### src/rtl/sd_px_packer.sv
`default_nettype none
// +----------------------------------------------------------------------+
// | sd_px_packer: packs an SD sector byte stream into 32-bit words and   |
// | paces them through a small FIFO into lcd_if's stream port. Rev 1.0   |
// +----------------------------------------------------------------------+
module sd_px_packer #(
  parameter int unsigned SECTOR_BYTES = 512,
  parameter int unsigned FIFO_DEPTH   = 8
) (
  input  logic        clk,
  input  logic        rst,
  input  logic        start,
  output logic        busy,
  output logic        done,
  input  logic [7:0]  in_data,
  input  logic        in_valid,
  output logic        in_ready,
  output logic [31:0] stream_data,
  output logic        stream_trigger,
  input  logic        stream_busy
);

  localparam int unsigned BC_W  = $clog2(SECTOR_BYTES) + 1;
  localparam int unsigned WORDS = SECTOR_BYTES / 4;
  localparam int unsigned WC_W  = $clog2(WORDS) + 1;
  localparam int unsigned PTR_W = $clog2(FIFO_DEPTH);
  localparam int unsigned CNT_W = PTR_W + 1;

  localparam logic [BC_W-1:0]  BYTES_C = BC_W'(SECTOR_BYTES);
  localparam logic [BC_W-1:0]  BC_ONE  = BC_W'(1);
  localparam logic [WC_W-1:0]  WORDS_C = WC_W'(WORDS);
  localparam logic [WC_W-1:0]  WC_ONE  = WC_W'(1);
  localparam logic [CNT_W-1:0] DEPTH_C = CNT_W'(FIFO_DEPTH);
  localparam logic [CNT_W-1:0] CNT_ONE = CNT_W'(1);
  localparam logic [PTR_W-1:0] PTR_ONE = PTR_W'(1);

  typedef enum logic [1:0] {IDLE = 2'd0, RUN = 2'd1, DRAIN = 2'd2, DONE = 2'd3} in_state_t;
  typedef enum logic [1:0] {OIDLE = 2'd0, OPULSE = 2'd1, OWAIT = 2'd2} out_state_t;

  in_state_t        in_state_q,    in_state_d;
  out_state_t       out_state_q,   out_state_d;
  logic             owait_first_q, owait_first_d;
  logic [BC_W-1:0]  byte_cnt_q,    byte_cnt_d;
  logic [1:0]       lane_q,        lane_d;
  logic [23:0]      word_q,        word_d;
  logic [WC_W-1:0]  word_cnt_q,    word_cnt_d;
  logic [PTR_W-1:0] wr_ptr_q,      wr_ptr_d;
  logic [PTR_W-1:0] rd_ptr_q,      rd_ptr_d;
  logic [CNT_W-1:0] count_q,       count_d;
  logic [31:0]      data_q,        data_d;
  logic [31:0]      mem_q [FIFO_DEPTH];
  logic [31:0]      mem_d [FIFO_DEPTH];

  logic fifo_full, fifo_empty, accept, push, pop;

  // Full is taken from the registered count, so a pop cannot unblock a push in the same cycle.
  assign fifo_full  = (count_q == DEPTH_C);
  assign fifo_empty = (count_q == '0);
  assign in_ready   = (in_state_q == RUN) && (byte_cnt_q < BYTES_C) &&
                      !((lane_q == 2'd3) && fifo_full);
  assign accept     = in_ready && in_valid;
  assign push       = accept && (lane_q == 2'd3);
  assign pop        = (out_state_q == OIDLE) && !fifo_empty && !stream_busy;

  always_comb begin
    in_state_d    = in_state_q;
    out_state_d   = out_state_q;
    owait_first_d = owait_first_q;
    byte_cnt_d    = byte_cnt_q;
    lane_d        = lane_q;
    word_d        = word_q;
    word_cnt_d    = word_cnt_q;
    wr_ptr_d      = wr_ptr_q;
    rd_ptr_d      = rd_ptr_q;
    count_d       = count_q;
    data_d        = data_q;
    mem_d         = mem_q;

    case (in_state_q)
      IDLE: begin
        if (start) begin
          in_state_d = RUN;
          byte_cnt_d = '0;
          lane_d     = '0;
          word_d     = '0;
          word_cnt_d = '0;
        end
      end
      RUN: begin
        if (byte_cnt_q == BYTES_C) in_state_d = DRAIN;
      end
      DRAIN: begin
        if (fifo_empty && (out_state_q == OIDLE) && (word_cnt_q == WORDS_C)) in_state_d = DONE;
      end
      DONE:    in_state_d = IDLE;
      default: in_state_d = IDLE;
    endcase

    if (accept) begin
      byte_cnt_d = byte_cnt_q + BC_ONE;
      lane_d     = lane_q + 2'd1;
      case (lane_q)
        2'd0:    word_d[23:16] = in_data;
        2'd1:    word_d[15:8]  = in_data;
        2'd2:    word_d[7:0]   = in_data;
        default: word_d        = word_q;
      endcase
    end

    if (push) begin
      mem_d[wr_ptr_q] = {word_q, in_data};
      wr_ptr_d        = wr_ptr_q + PTR_ONE;
    end
    if (pop) rd_ptr_d = rd_ptr_q + PTR_ONE;
    if (push && !pop)      count_d = count_q + CNT_ONE;
    else if (!push && pop) count_d = count_q - CNT_ONE;

    case (out_state_q)
      OIDLE: begin
        if (pop) begin
          out_state_d = OPULSE;
          data_d      = mem_q[rd_ptr_q];
        end
      end
      OPULSE: begin
        out_state_d   = OWAIT;
        owait_first_d = 1'b1;
        word_cnt_d    = word_cnt_q + WC_ONE;
      end
      OWAIT: begin
        // lcd_if raises stream_busy one cycle after the trigger; don't trust it yet.
        if (owait_first_q)     owait_first_d = 1'b0;
        else if (!stream_busy) out_state_d   = OIDLE;
      end
      default: out_state_d = OIDLE;
    endcase
  end

  always_ff @(posedge clk) begin
    if (rst) begin
      in_state_q    <= IDLE;
      out_state_q   <= OIDLE;
      owait_first_q <= 1'b0;
      byte_cnt_q    <= '0;
      lane_q        <= '0;
      word_q        <= '0;
      word_cnt_q    <= '0;
      wr_ptr_q      <= '0;
      rd_ptr_q      <= '0;
      count_q       <= '0;
      data_q        <= '0;
      mem_q         <= '{default: '0};
    end else begin
      in_state_q    <= in_state_d;
      out_state_q   <= out_state_d;
      owait_first_q <= owait_first_d;
      byte_cnt_q    <= byte_cnt_d;
      lane_q        <= lane_d;
      word_q        <= word_d;
      word_cnt_q    <= word_cnt_d;
      wr_ptr_q      <= wr_ptr_d;
      rd_ptr_q      <= rd_ptr_d;
      count_q       <= count_d;
      data_q        <= data_d;
      mem_q         <= mem_d;
    end
  end

  assign busy           = (in_state_q != IDLE);
  assign done           = (in_state_q == DONE);
  assign stream_trigger = (out_state_q == OPULSE);
  assign stream_data    = data_q;

endmodule
`default_nettype wire
### config.mk
export PLATFORM = sky130hd
export DESIGN_NAME = sd_px_packer
export DESIGN_NICKNAME = d
export VERILOG_FILES = /design/src/rtl/sd_px_packer.sv
export SDC_FILE = /design/constraint.sdc
export NUM_CORES = 1
export LEC_CHECK = 0
export ABC_AREA = 1
export BUFFER_PORTS_ARGS = -buffer_cell sky130_fd_sc_hd__buf_2
export CAP_MARGIN = 10
export CORE_ASPECT_RATIO = 1.2
export CORE_MARGIN = 4
export CORE_UTILIZATION = 65
export DETAILED_ROUTE_END_ITERATION = 7
export PLACE_DENSITY = 0.9
export SLEW_MARGIN = 25
export SYNTH_ARGS = -nofsm -noshare
export SYNTH_HDL_FRONTEND = slang
export SYNTH_SLANG_ARGS = --single-unit
export TNS_END_PERCENT = 10
### constraint.sdc
create_clock -name clk -period 5.1 [get_ports clk]
set_input_delay 0.51 -clock clk [delete_from_list [all_inputs] [get_ports clk]]
set_output_delay 0.51 -clock clk [all_outputs]
set_load 0.1 [all_outputs]
## Word level (Yosys, flattened, before mapping)

Cells that the tools add are included.

| word-level totals | value |
|---|---|
| flip-flop bits (word level) | 347 |
| input port bits | 13 |
| output and inout bits | 36 |
| word-level logic and storage cells | 122 |

| cells by class | value |
|---|---|
| add/sub/neg operators | 7 |
| order comparisons | 4 |
| eq/ne operators | 20 |
| mux-type cells | 32 |
| bitwise operators | 2 |
| reduce and logical (&&, ||, !) cells | 36 |

Operators with widths:

| cell | number |
|---|---|
| $bwmux 256 | 1 |
| $bmux 32 s3 | 1 |
| $demux 32 s3 | 1 |
| $mux 32 | 3 |
| $mux 24 | 3 |
| $pmux 8 s2 | 3 |
| $mux 10 | 3 |
| $mux 8 | 3 |
| $mux 2 | 9 |
| $reduce_bool 2->1 | 7 |
| $logic_and 1x1->1 | 12 |
| $add 10x1->10 const B | 1 |
| $eq 10x10->1 const B | 1 |
| $eq 2x2->1 const B | 5 |
| $lt 10x10->1 const B | 1 |
| $ne 2x2->1 const B | 5 |
| $ne 3x2->1 const B | 3 |
| $add 8x1->8 const B | 1 |
| $eq 8x8->1 const B | 1 |
| $ge 4x4->1 const B | 2 |
| $mux 4 | 2 |
| $not 3->4 | 2 |
| $pmux 2 s4 | 1 |
| $add 3x1->3 const B | 2 |
| other kinds (15) | 28 |

## Longest topological paths before layout

| depth | value |
|---|---|
| word-level depth | 10 |
| mapped depth | 17 |
| depth with buffers taken out | 15 |

## Worst setup path before layout

Ideal clock, no wire load.

| timing path | value |
|---|---|
| kind | reg2reg |
| start | reg lane_q[0] |
| end | reg count_q[3] |
| library setup time | 70 ps |
| arrival | 2306 ps |
| data required time | 5030 ps |
| setup slack | 2725 ps |
| stages on the path, launching flop included | 18 |
| buffers on the path | 2 |
| period minus slack after synthesis | 2375 ps |
| cell sequence | dfxtp_1 > ha_1 > nand2_1 > inv_1 > nand3_2 > nand4_4 > buf_6 > buf_6 > inv_1 > ha_1 > inv_1 > ha_1 > nand2_1 > nand2_1 > nor2_1 > xnor2_1 > nand2_1 > a21oi_1 |

| on the way | value |
|---|---|
| word-level cells in the longest chain between the ends | 9 |
| elaborated cells between the ends (all ways) | 11 |
| classes of those cells | eq/ne (1); mux (1); reduce/logical (9) |

Ends and longest elaborated chain:

| item | line | RTL |
|---|---|---|
| start: declaration | 44 | `logic [1:0] lane_q, lane_d;` |
| start signal: assignment | 158 | `lane_q <= lane_d;` |
| $eq 2x2->1 (*) | 60, 62 |  |
| $logic_and 1x1->1 | 60 | `!((lane_q == 2'd3) && fifo_full);` |
| $logic_not 1->1 | 60 |  |
| $logic_and 1x1->1 | 59 | `assign in_ready = (in_state_q == RUN) && (byte_cnt_q < BYTES_C) &&` |
| $logic_and 1x1->1 | 61 | `assign accept = in_ready && in_valid;` |
| $logic_and 1x1->1 (*) | 62 | `assign push = accept && (lane_q == 2'd3);` |
| via push | 54 | `logic fifo_full, fifo_empty, accept, push, pop;` |
| $logic_not 1->1 | 116 | `else if (!push && pop) count_d = count_q - CNT_ONE;` |
| $logic_and 1x1->1 | 116 |  |
| $reduce_bool 2->1 (no source line) | -- |  |
| end signal: assignment | 163 | `count_q <= count_d;` |
| end: declaration | 49 | `logic [CNT_W-1:0] count_q, count_d;` |

Mark *: on every way through the listed nets, which the timed path passes. The rest lies on a longest branch.
A chain may end at the register's enable or synchronous reset.

## Final worst setup path

| timing path | value |
|---|---|
| start | reg in_state_q[1] |
| end | reg mem_q[99] in the netlist's numbering |

| on the way | value |
|---|---|
| word-level cells in the longest chain between the ends | 5 |

Ends and longest elaborated chain:

| item | line | RTL |
|---|---|---|
| start: declaration | 40 | `in_state_t in_state_q, in_state_d;` |
| start signal: assignment | 154 | `in_state_q <= in_state_d;` |
| $eq 2x1->1 | 59 |  |
| $logic_and 1x1->1 (2 in a row) | 59 |  |
| $logic_and 1x1->1 | 61 |  |
| $logic_and 1x1->1 | 62 |  |
| end signal: assignment | 165 | `mem_q <= mem_d;` |
| end: declaration | 51 | `logic [31:0] mem_q [FIFO_DEPTH];` |

Every way passes these cells.

==> reports/metrics.cfg <==
[run_status]
status = completed

[grt]
grt_overflow_total = 0
grt_pass1_wl_mm = 76.35
antenna_found_initial = 0
grt_usage_pct = 33.64
grt_pass1_vias = 15530
grt_max_degree = 152

[placed_design]
dpl.cell_count = 2468
dpl.hpwl_mm = 25.17
gp_congestion = 0.8723
portBuffers = 48

[logic_synthesis]
yosys-top-cells-area = dfxtp_1 43%, o21ai_0 14%, nor2_1 13%, nor3_1 8.1%, nand2_1 4.0%
synth_edf_count = 0
synth-seq-area-share_pct = 43.46
ys.flop_type = dfxtp_1
syn_inst = 2287
synth_area_um2 = 15980
synth_top_area_share_pct = 43.46
synth_warnings = 0
syn_nets = 2322
syn_area_per_cell_um2 = 6.989
synth_top_cell_by_area = dfxtp_1
async_reset_ff_share_pct = 0
ys_types = 37
synth-seq-cells = 347

[layout]
final_cells = 2526
final_common_cell = nor2_1
final_nets = 2220
fillerInstances = 1877
diodes = 0
drive_above_1_share_pct = 6.754
mostFrequentLayoutCells = 530 x nor2_1, 445 x o21ai_0, 345 x dfxtp_1, 260 x nor3_1, 169 x nand2_1
area.growth.synth_to_final_pct = 6.834

[timing]
skew_ns = 0.01487
setup_viol = 0
relSlewSlack_pct = 29.43
fmax_ghz = 0.3218
drv_slew = 0
hold_violations = 0
timing.setup.tns_ns = 0
rsz0062_at_grt = no
period_minus_slack_ns = 3.108
tightest_slew_ns = 1.056
fin_crit_sh_pct = 60.93

[power_and_ir_drop]
p_seq_share_pct = 36.4
p_sw_w = 0.003709
p_sw_share_pct = 42.12
p_leak_nw = 6.877
ir_drop_mv = 0.4662
p_per_area_nw_per_um2 = 515.7
internal_power_w = 0.005096
power_frac_clock_pct = 29.0
combPwrFrac_pct = 34.6

[clock_network]
htree_levels = 2
clk_path_buf_depth = 3
insertion_delay_ns = 0.52
clkTransAtPathRegs_ns = 0.06
cts_tree = yes
clock-sinks = 347
cts_hold_buf = 0
clk_root_buffer_cell = clkbuf_16
cts_made_buffers = 35
cts_resized = 0
postCtsSetupBuffers = 0

[floorplan]
die_area_um2 = 27170
num_rows = 62
io_pins = 49
start_util_pct = 66.46
dieWidth_um = 151.1
core-area_um2 = 24050
die_y_um = 179.8

[detailed_routing]
wl_per_cell_um = 18.61
avgViaCountPerCell = 6.427
wl_mm = 47.01
dr.first_iter.drc_count = 1843
vias = 16240
dr.pass1.iters = 7
ant_nets = 0
drt_drc_violations_left = 0

[setup_path]
cp.arrival_ns = 3.55
worst-endpoint-required_ns = 5.54
path_max_fanout = 41
cp-start-kind = flip-flop
path_class = flip-flop to flip-flop
endpoint_kind = flip-flop

[worst_hold_path]
hold_class = input pin to flip-flop

[job]
maxCapViolations = 0

sequential cells by signal, indices dropped and copies added (netlist names):
register,cells
mem_q,256
stream_data,32
word_q,24
byte_cnt_q,10
word_cnt_q,8
count_q,4
rd_ptr_q,3
wr_ptr_q,3
in_state_q,2
lane_q,2
out_state_q,2
owait_first_q,1
Yosys cell counts (2+ instances only):
master    number
nor2_2         5
nor2_1       537
clkinv_1       3
buf_2         38
buf_6          2
o21ai_0      445
o211ai_1      65
nand2_1      169
nand3b_1       9
nor2_4         2
a21oi_1       67
nor3_1       260
xnor2_1        2
nand3_1       47
nand3_2        2
buf_4         16
clkbuf_1     145
ha_1          21
buf_1         12
o21ai_1        4
dfxtp_1      347
inv_1         72
xor2_1         3
cell type report:
type / instances / area (um^2) / share of cell area (%)
multi-input cells: 1651 / 7861 / 46.04
flip-flops and latches: 347 / 6954 / 40.73
clock buffers: 51 / 1028 / 6.023
repair buffers: 74 / 451.7 / 2.645
well taps: 320 / 400.4 / 2.345
inverters: 76 / 294.0 / 1.722
clock inverters: 7 / 85.08 / 0.4983
final timing paths:
| check | from | end | slack, ns | depth (start not counted) |
|---|---|---|---|---|
| max | in_state_q[1]$_SDFFE_PP0P_ | mem_q[99]$_SDFFE_PP0P_ | 1.99 | 9 |
| min | in_data[3] | mem_q[163]$_SDFFE_PP0P_ | 0.40 | 3 |
| max reg2reg | in_state_q[1]$_SDFFE_PP0P_ | mem_q[99]$_SDFFE_PP0P_ | 1.99 | 9 |
| min reg2reg | word_cnt_q[6]$_SDFFE_PP0P_ | word_cnt_q[6]$_SDFFE_PP0P_ | 0.48 | 2 |
stage by stage:
step	power, W	utilization, %	cell area, um^2	setup WS, ns	hold WS (ns)
finish	0.008805	71.00	17080	1.992	0.4003
global route	0.009196	71.00	17080	1.835	0.4243
CTS	0.008760	70.96	17070	2.116	0.3883
detailed placement	0.006242	66.33	15950	2.133	0.4708
global placement	0.006194	66.33	15950	2.255	0.4538
floorplan	0.005671	-	15980	2.725	0.4420
kinds of logic after synthesis:
family                     share of synthesized area [%]
AOI/OAI and AO/OA                                  19.49
xor gates and xnor gates                          0.2740
adders and majority gates                          1.769
buffers and inverters                              7.554
DFF                                                43.46
and+or+nand+nor                                    27.45
worst max-delay path: stages (launching register included):
cell     delay [ns]
dfxtp_1        0.34
inv_1          0.11
ha_1           0.19
inv_1          0.07
nor2_4         0.16
nand4_4        0.58
nor2_2         0.76
buf_4          0.47
o21ai_0        0.17
nor2_1         0.15
power groups by stage:
stage	clock (W)	sequential [W]	combinational [W]
finish	0.00256	0.00320	0.00304
global route	0.00266	0.00323	0.00330
CTS	0.00255	0.00319	0.00302
detailed placement	0	0.00324	0.00300
global placement	0	0.00324	0.00295
floorplan	0	0.00397	0.00171
layer usage:
metal / share of wire, % / up-vias / track usage (%)
met4: 4.9 / 0 / 16.80
met3: 12 / 228 / 6.448
met5: 0 / - / 0
met2: 46 / 1045 / 54.09
met1: 37 / 7526 / 43.00
li1: - / 7436 / -
Note: power is estimated with default switching activity, not from simulation.
